[src/rtl/serial_add_pkg.sv]
// rtl/serial_add_pkg.sv - shared constants for the bit-serial adder
package serial_add_pkg;

    localparam int   SER_ADD_WIDTH_DEFAULT = 16;
    localparam logic MODE_LOAD             = 1'b1;
    localparam logic MODE_SHIFT            = 1'b0;

endpackage

[src/rtl/serial_add_full_adder_bit.sv]
// rtl/serial_add_full_adder_bit.sv - one-bit combinational full adder slice
module full_adder_bit (
    input  logic a,
    input  logic b,
    input  logic cin,
    output logic s,
    output logic cout
);

    assign s    = a ^ b ^ cin;
    assign cout = (a & b) | (a & cin) | (b & cin);

endmodule

[src/rtl/serial_add.sv]
// rtl/serial_add.sv - bit-serial unsigned adder, LSB first, carry-out as final bit
module serial_add
    import serial_add_pkg::*;
#(
    parameter int WIDTH = SER_ADD_WIDTH_DEFAULT
) (
    input  logic             clk,
    input  logic             reset,
    input  logic             mode,
    input  logic [WIDTH-1:0] a,
    input  logic [WIDTH-1:0] b,
    output logic             sum
);

    localparam int CNT_W = $clog2(WIDTH + 2);
    localparam logic [CNT_W-1:0] CNT_MAX = CNT_W'(WIDTH + 1);

    logic [WIDTH-1:0] sr_a;
    logic [WIDTH-1:0] sr_b;
    logic             carry;
    logic             sum_q;
    logic [CNT_W-1:0] cnt;
    logic             fa_s;
    logic             fa_cout;

    full_adder_bit u_fa (
        .a    (sr_a[0]),
        .b    (sr_b[0]),
        .cin  (carry),
        .s    (fa_s),
        .cout (fa_cout)
    );

    // Zero-fill on shift so the carry-out emerges once and zeros follow.
    always_ff @(posedge clk) begin
        if (reset) begin
            sr_a  <= '0;
            sr_b  <= '0;
            carry <= 1'b0;
            sum_q <= 1'b0;
            cnt   <= '0;
        end else if (mode == MODE_LOAD) begin
            sr_a  <= a;
            sr_b  <= b;
            carry <= 1'b0;
            sum_q <= 1'b0;
            cnt   <= '0;
        end else begin
            sr_a  <= {1'b0, sr_a[WIDTH-1:1]};
            sr_b  <= {1'b0, sr_b[WIDTH-1:1]};
            carry <= fa_cout;
            sum_q <= fa_s;
            if (cnt != CNT_MAX) begin
                cnt <= cnt + 1'b1;
            end
        end
    end

    assign sum = sum_q;

endmodule

[config.mk]
export PLATFORM = sky130hd
export DESIGN_NAME = serial_add
export DESIGN_NICKNAME = d
export VERILOG_FILES = /design/src/rtl/serial_add_pkg.sv /design/src/rtl/serial_add_full_adder_bit.sv /design/src/rtl/serial_add.sv
export SDC_FILE = /design/constraint.sdc
export NUM_CORES = 1
export LEC_CHECK = 0
export CAP_MARGIN = 25
export CELL_PAD_IN_SITES_DETAIL_PLACEMENT = 1
export CELL_PAD_IN_SITES_GLOBAL_PLACEMENT = 1
export CORE_ASPECT_RATIO = 0.8
export CORE_MARGIN = 2
export CORE_UTILIZATION = 38
export CTS_CLUSTER_DIAMETER = 80
export DETAILED_ROUTE_END_ITERATION = 7
export PLACE_DENSITY_LB_ADDON = 0.1
export SLEW_MARGIN = 0
export SYNTH_ARGS = -nofsm -noshare
export SYNTH_HDL_FRONTEND = slang
export SYNTH_SLANG_ARGS = --single-unit
[constraint.sdc]
create_clock -name clk -period 1.95 [get_ports clk]
set_input_delay 0.195 -clock clk [delete_from_list [all_inputs] [get_ports clk]]
set_output_delay 0.195 -clock clk [all_outputs]
set_load 0.05 [all_outputs]
# Word level (Yosys, flattened, before mapping)
# Cells that the tools add are included.
[totals] regBits=34 in_bits=35 out_inout_bits=1 word_cells=18
[op_classes] muxes=2 n_bitwise=8 n_reduce_logical=2
[op_table] operator="15-bit 2-to-1 mux" n=2
[op_table] operator="2-bit OR reduction" n=2
[op_table] operator="1-bit bitwise AND" n=3
[op_table] operator="1-bit OR" n=2
[op_table] operator="1-bit bitwise XOR" n=2
[op_table] operator="1-bit NOT" n=1

# Depth between registers and ports, before layout
[depth] depth_word=3 depth_mapped=4 mapped_depth_nobuf=2

# Hierarchy
# Synthesis repeated with hierarchy kept, for this count alone.
[hier_totals] cells_unflattened=107 hier_area_um2=1234.9
[by_module_without_submodules] module="serial_add" instances=1 cells_each=106 area_per_inst_um2=1214.9 seq_area_each_um2=680.7
[by_module_without_submodules] module="full_adder_bit" instances=1 cells_each=1 area_per_inst_um2=20.0 seq_area_each_um2=0.0

# Worst setup path after synthesis
# Ideal clock, no wire load.
[synth_path] path_type="reg2reg" from="reg carry" to="reg sum_q (netlist: sum)" setup_time_ps=80 arrival_time_ps=948 required_ps=1870 slack_ps=922 path_stages_with_launch=3 path_buffers=0 synth_period_minus_slack_ps=1028 cell_sequence="dfxtp_1 -> fa_1 -> nor3b_1"
[synth_between] elab_chain_cells=1
[synth_rtl] item="from (decl)" line="serial_add.sv:20" rtl="logic carry;"
[synth_rtl] item="from (signal assigned)" line="serial_add.sv:51" rtl="carry <= fa_cout;"
[synth_rtl] item="1-bit bitwise XOR" line="serial_add_full_adder_bit.sv:10" rtl="assign s = a ^ b ^ cin;"
[synth_rtl] item="named net fa_s" line="serial_add.sv:23" rtl="logic fa_s;"
[synth_rtl] item="to (signal assigned)" line="serial_add.sv:52" rtl="sum_q <= fa_s;"
[synth_rtl] item="to (decl)" line="serial_add.sv:21" rtl="logic sum_q;"
# The timed path passes the listed nets, and every way through them passes these cells.
# A chain may end at the register's enable or synchronous reset.

# Worst setup path in the final report
[layout_path] from="reg sum_q (netlist: sum)" to="out sum"
[layout_lines] item="to (decl)" line="serial_add.sv:12" rtl="output logic sum"
# No word-level cell between the ends.

==> impl_metrics.env <==
export IMPL_outcome="finished clean"
export IMPL_crit_type="reg -> out"
export IMPL_synthAdderAreaFrac=0.0162
export IMPL_r2r_cells=2
export IMPL_drv_cap=0
export IMPL_cp_num_cells=1
export IMPL_ant_nets=0
export IMPL_dieWidth_um=67.7
export IMPL_power_density_nw_per_um2=853
export IMPL_synth_cell_area_um2=1230
export IMPL_antenna_found_initial=0
export IMPL_initial_utilization=0.400
export IMPL_nFillCells=329
export IMPL_die_h_um=55.0
export IMPL_drcViolationCount=0
export IMPL_critPathMaxFanout=1
export IMPL_clockRootBuffer="clkbuf_8"
export IMPL_relSlewSlack=0.648
export IMPL_first_iter_violations=26
export IMPL_hold_class="reg -> reg"
export IMPL_cp_arrival_ps=1380
export IMPL_viasPerCell=4.54
export IMPL_cp_endpoint="sum"
export IMPL_crit_path_cell_trace="clkdlybuf4s50_1"
export IMPL_fin_crit_sh=0.810
export IMPL_dpl_cell_area_um2=1560
export IMPL_wire_per_inst_um=12.8
export IMPL_muxShareOfSynthArea=0.243
export IMPL_critPathTopFamily="buffers and inverters"
export IMPL_postCtsSetupRepairBufs=0
export IMPL_timing_reg2reg_setup_slack_ps=870
export IMPL_timing_hold_ws_ps=461
export IMPL_fmax_ghz=0.633
export IMPL_fin_area_um2=1650
export IMPL_finalNetCount=180
export IMPL_ioPinCount=36
export IMPL_cp_data_required_time_ps=1750
export IMPL_ys_warn_count=0
export IMPL_grt_pass1_wl_um=3650
export IMPL_synthSimpleGateAreaFrac=0.118
export IMPL_synth_top_area_frac=0.551
export IMPL_syn_avg_cell_area_um2=11.5
export IMPL_clk_latency_ps=280
export IMPL_finClkSkew_ps=1.27
export IMPL_ff_latch_area_um2=681
export IMPL_cts_sinks=34
export IMPL_cp_slowest_stage_delay_ps=800
export IMPL_dp_hpwl_um=1590
export IMPL_leakage_nw=0.733
export IMPL_htreeDepth=2
export IMPL_ys_types=10
export IMPL_synth_compound_area_frac=0
export IMPL_area_growth_pct=33.3
export IMPL_tns_ps=0
export IMPL_grt_max_degree=35
export IMPL_crit_buf_inv=1
export IMPL_fin_crit_ps=1580
export IMPL_die_area_um2=3720
export IMPL_netlist_top_cells_area="dfxtp_1 55%, mux2i_1 24%, nor2_1 9.1%, buf_12 4.9%, fa_1 1.6%"
export IMPL_multi_input_area_um2=465
export IMPL_grt_total_usage=0.147
export IMPL_rsz0062_at_grt="false"
export IMPL_slew_viol_final=0
export IMPL_synthCells=107
export IMPL_coreArea_um2=3090
export IMPL_r2r_start="carry$_SDFF_PP0_"
export IMPL_globalRouteOverflowTotal=0
export IMPL_worst_pin_slew_ps=528
export IMPL_cts_path_max_buffers=2
export IMPL_cp_end_kind="output pin"
export IMPL_wirelength_um=2340
export IMPL_path_clk_slew_ps=60
export IMPL_synth_xor_area_frac=0
export IMPL_startpoint="sum$_SDFF_PP0_"
export IMPL_yosysTopAreaCell="dfxtp_1"
export IMPL_antenna_diode_count=0
export IMPL_num_rows=18
export IMPL_drive_gt1_frac=0.0699
export IMPL_final_hold_violation_count=0
export IMPL_synth_ff_latch_count=34
export IMPL_slowest_stage="clkdlybuf4s50_1"
export IMPL_vias=830
export IMPL_cts_inserted_buffers=5
export IMPL_cts_hold_buffers=0
export IMPL_yosysSeqAreaShare=0.551
export IMPL_grt_pass1_vias=828
export IMPL_synth_fp_nets=143
export IMPL_peakVddDrop_mv=0.480
export IMPL_r2r_end="sum$_SDFF_PP0_"
export IMPL_final_setup_viol_count=0
export IMPL_cts_resized=0
export IMPL_gp_congestion=0.596
export IMPL_crit_path_start_kind="flop"
export IMPL_first_pass_iters=2
export IMPL_synth_top_family_by_area="multiplexers"
export IMPL_port_buffers=35
export IMPL_cts_tree="done"
## layer usage
layer | wire length, µm | up-vias | global-route usage
met4 | 58 | 0 | 0.0918
met3 | 162 | 5 | 0.0668
met1 | 1070 | 383 | 0.161
met5 | 0 | - | 0
li1 | - | 419 | -
met2 | 1050 | 23 | 0.237
## area by class of cell
cell class	count	area share
flip-flops and latches	34	0.413
multi-input cells	65	0.283
repair buffers	38	0.223
clock buffers	6	0.0502
well taps	40	0.0304
## state kept, by name, summed over array words and instances, names as in the netlist
signal	cells
sum	1
sr_a	16
sr_b	16
carry	1
## kinds of logic (layout without fill, tap and decap cells)
| group | count (synthesis) | in the layout |
|---|---|---|
| muxes | 30 | 30 |
| and+or+nand+nor | 34 | 34 |
| buffers and inverters | 8 | 44 |
| DFF | 34 | 34 |
| adders and majority gates | 1 | 1 |
## cells in the mapped netlist
cell type,count
buf_6,1
clkbuf_1,2
dfxtp_1,34
buf_12,3
buf_2,2
nor3b_1,2
fa_1,1
mux2i_1,30
nor2_1,30
and3b_1,2
## worst min-delay path by stage
stage	start	to	cells after the start
6_report	sr_b[4]$_SDFF_PP0_	sr_b[3]$_SDFF_PP0_	2
5_1_grt	sr_a[3]$_SDFF_PP0_	sr_a[2]$_SDFF_PP0_	2
4_1_cts	sr_b[4]$_SDFF_PP0_	sr_b[3]$_SDFF_PP0_	2
3_5_place_dp	sr_b[4]$_SDFF_PP0_	sr_b[3]$_SDFF_PP0_	2
3_3_place_gp	sr_a[15]$_SDFF_PP0_	sr_a[14]$_SDFF_PP0_	2
2_1_floorplan	a[0]	sr_a[0]$_SDFF_PP0_	2
## stage by stage
step | total power, W | setup WS (ps) | util | instances
after floorplan | 0.000852 | 922 | - | 107
after global placement | 0.000920 | 608 | 0.507 | 177
after detailed placement | 0.000927 | 555 | 0.507 | 177
after CTS | 0.00142 | 353 | 0.534 | 183
after global routing | 0.00147 | 349 | 0.534 | 183
final | 0.00140 | 371 | 0.534 | 183
## report_power, final
group	total (W)	switching, W	internal, W
combinational	0.000166	0.0000631	0.000102
clock	0.000494	0.000222	0.000272
sequential	0.000745	0.0000111	0.000734
## placed cells by master, fill, tap and decap left out, drive strengths merged
cell type and count:
fa 1, mux2i 30, nor3b 2, clkdlybuf4s50 34, buf 4, clkbuf 6, and3b 2, dfxtp 34
nor2 30
Power figures use the tool's default switching activity.
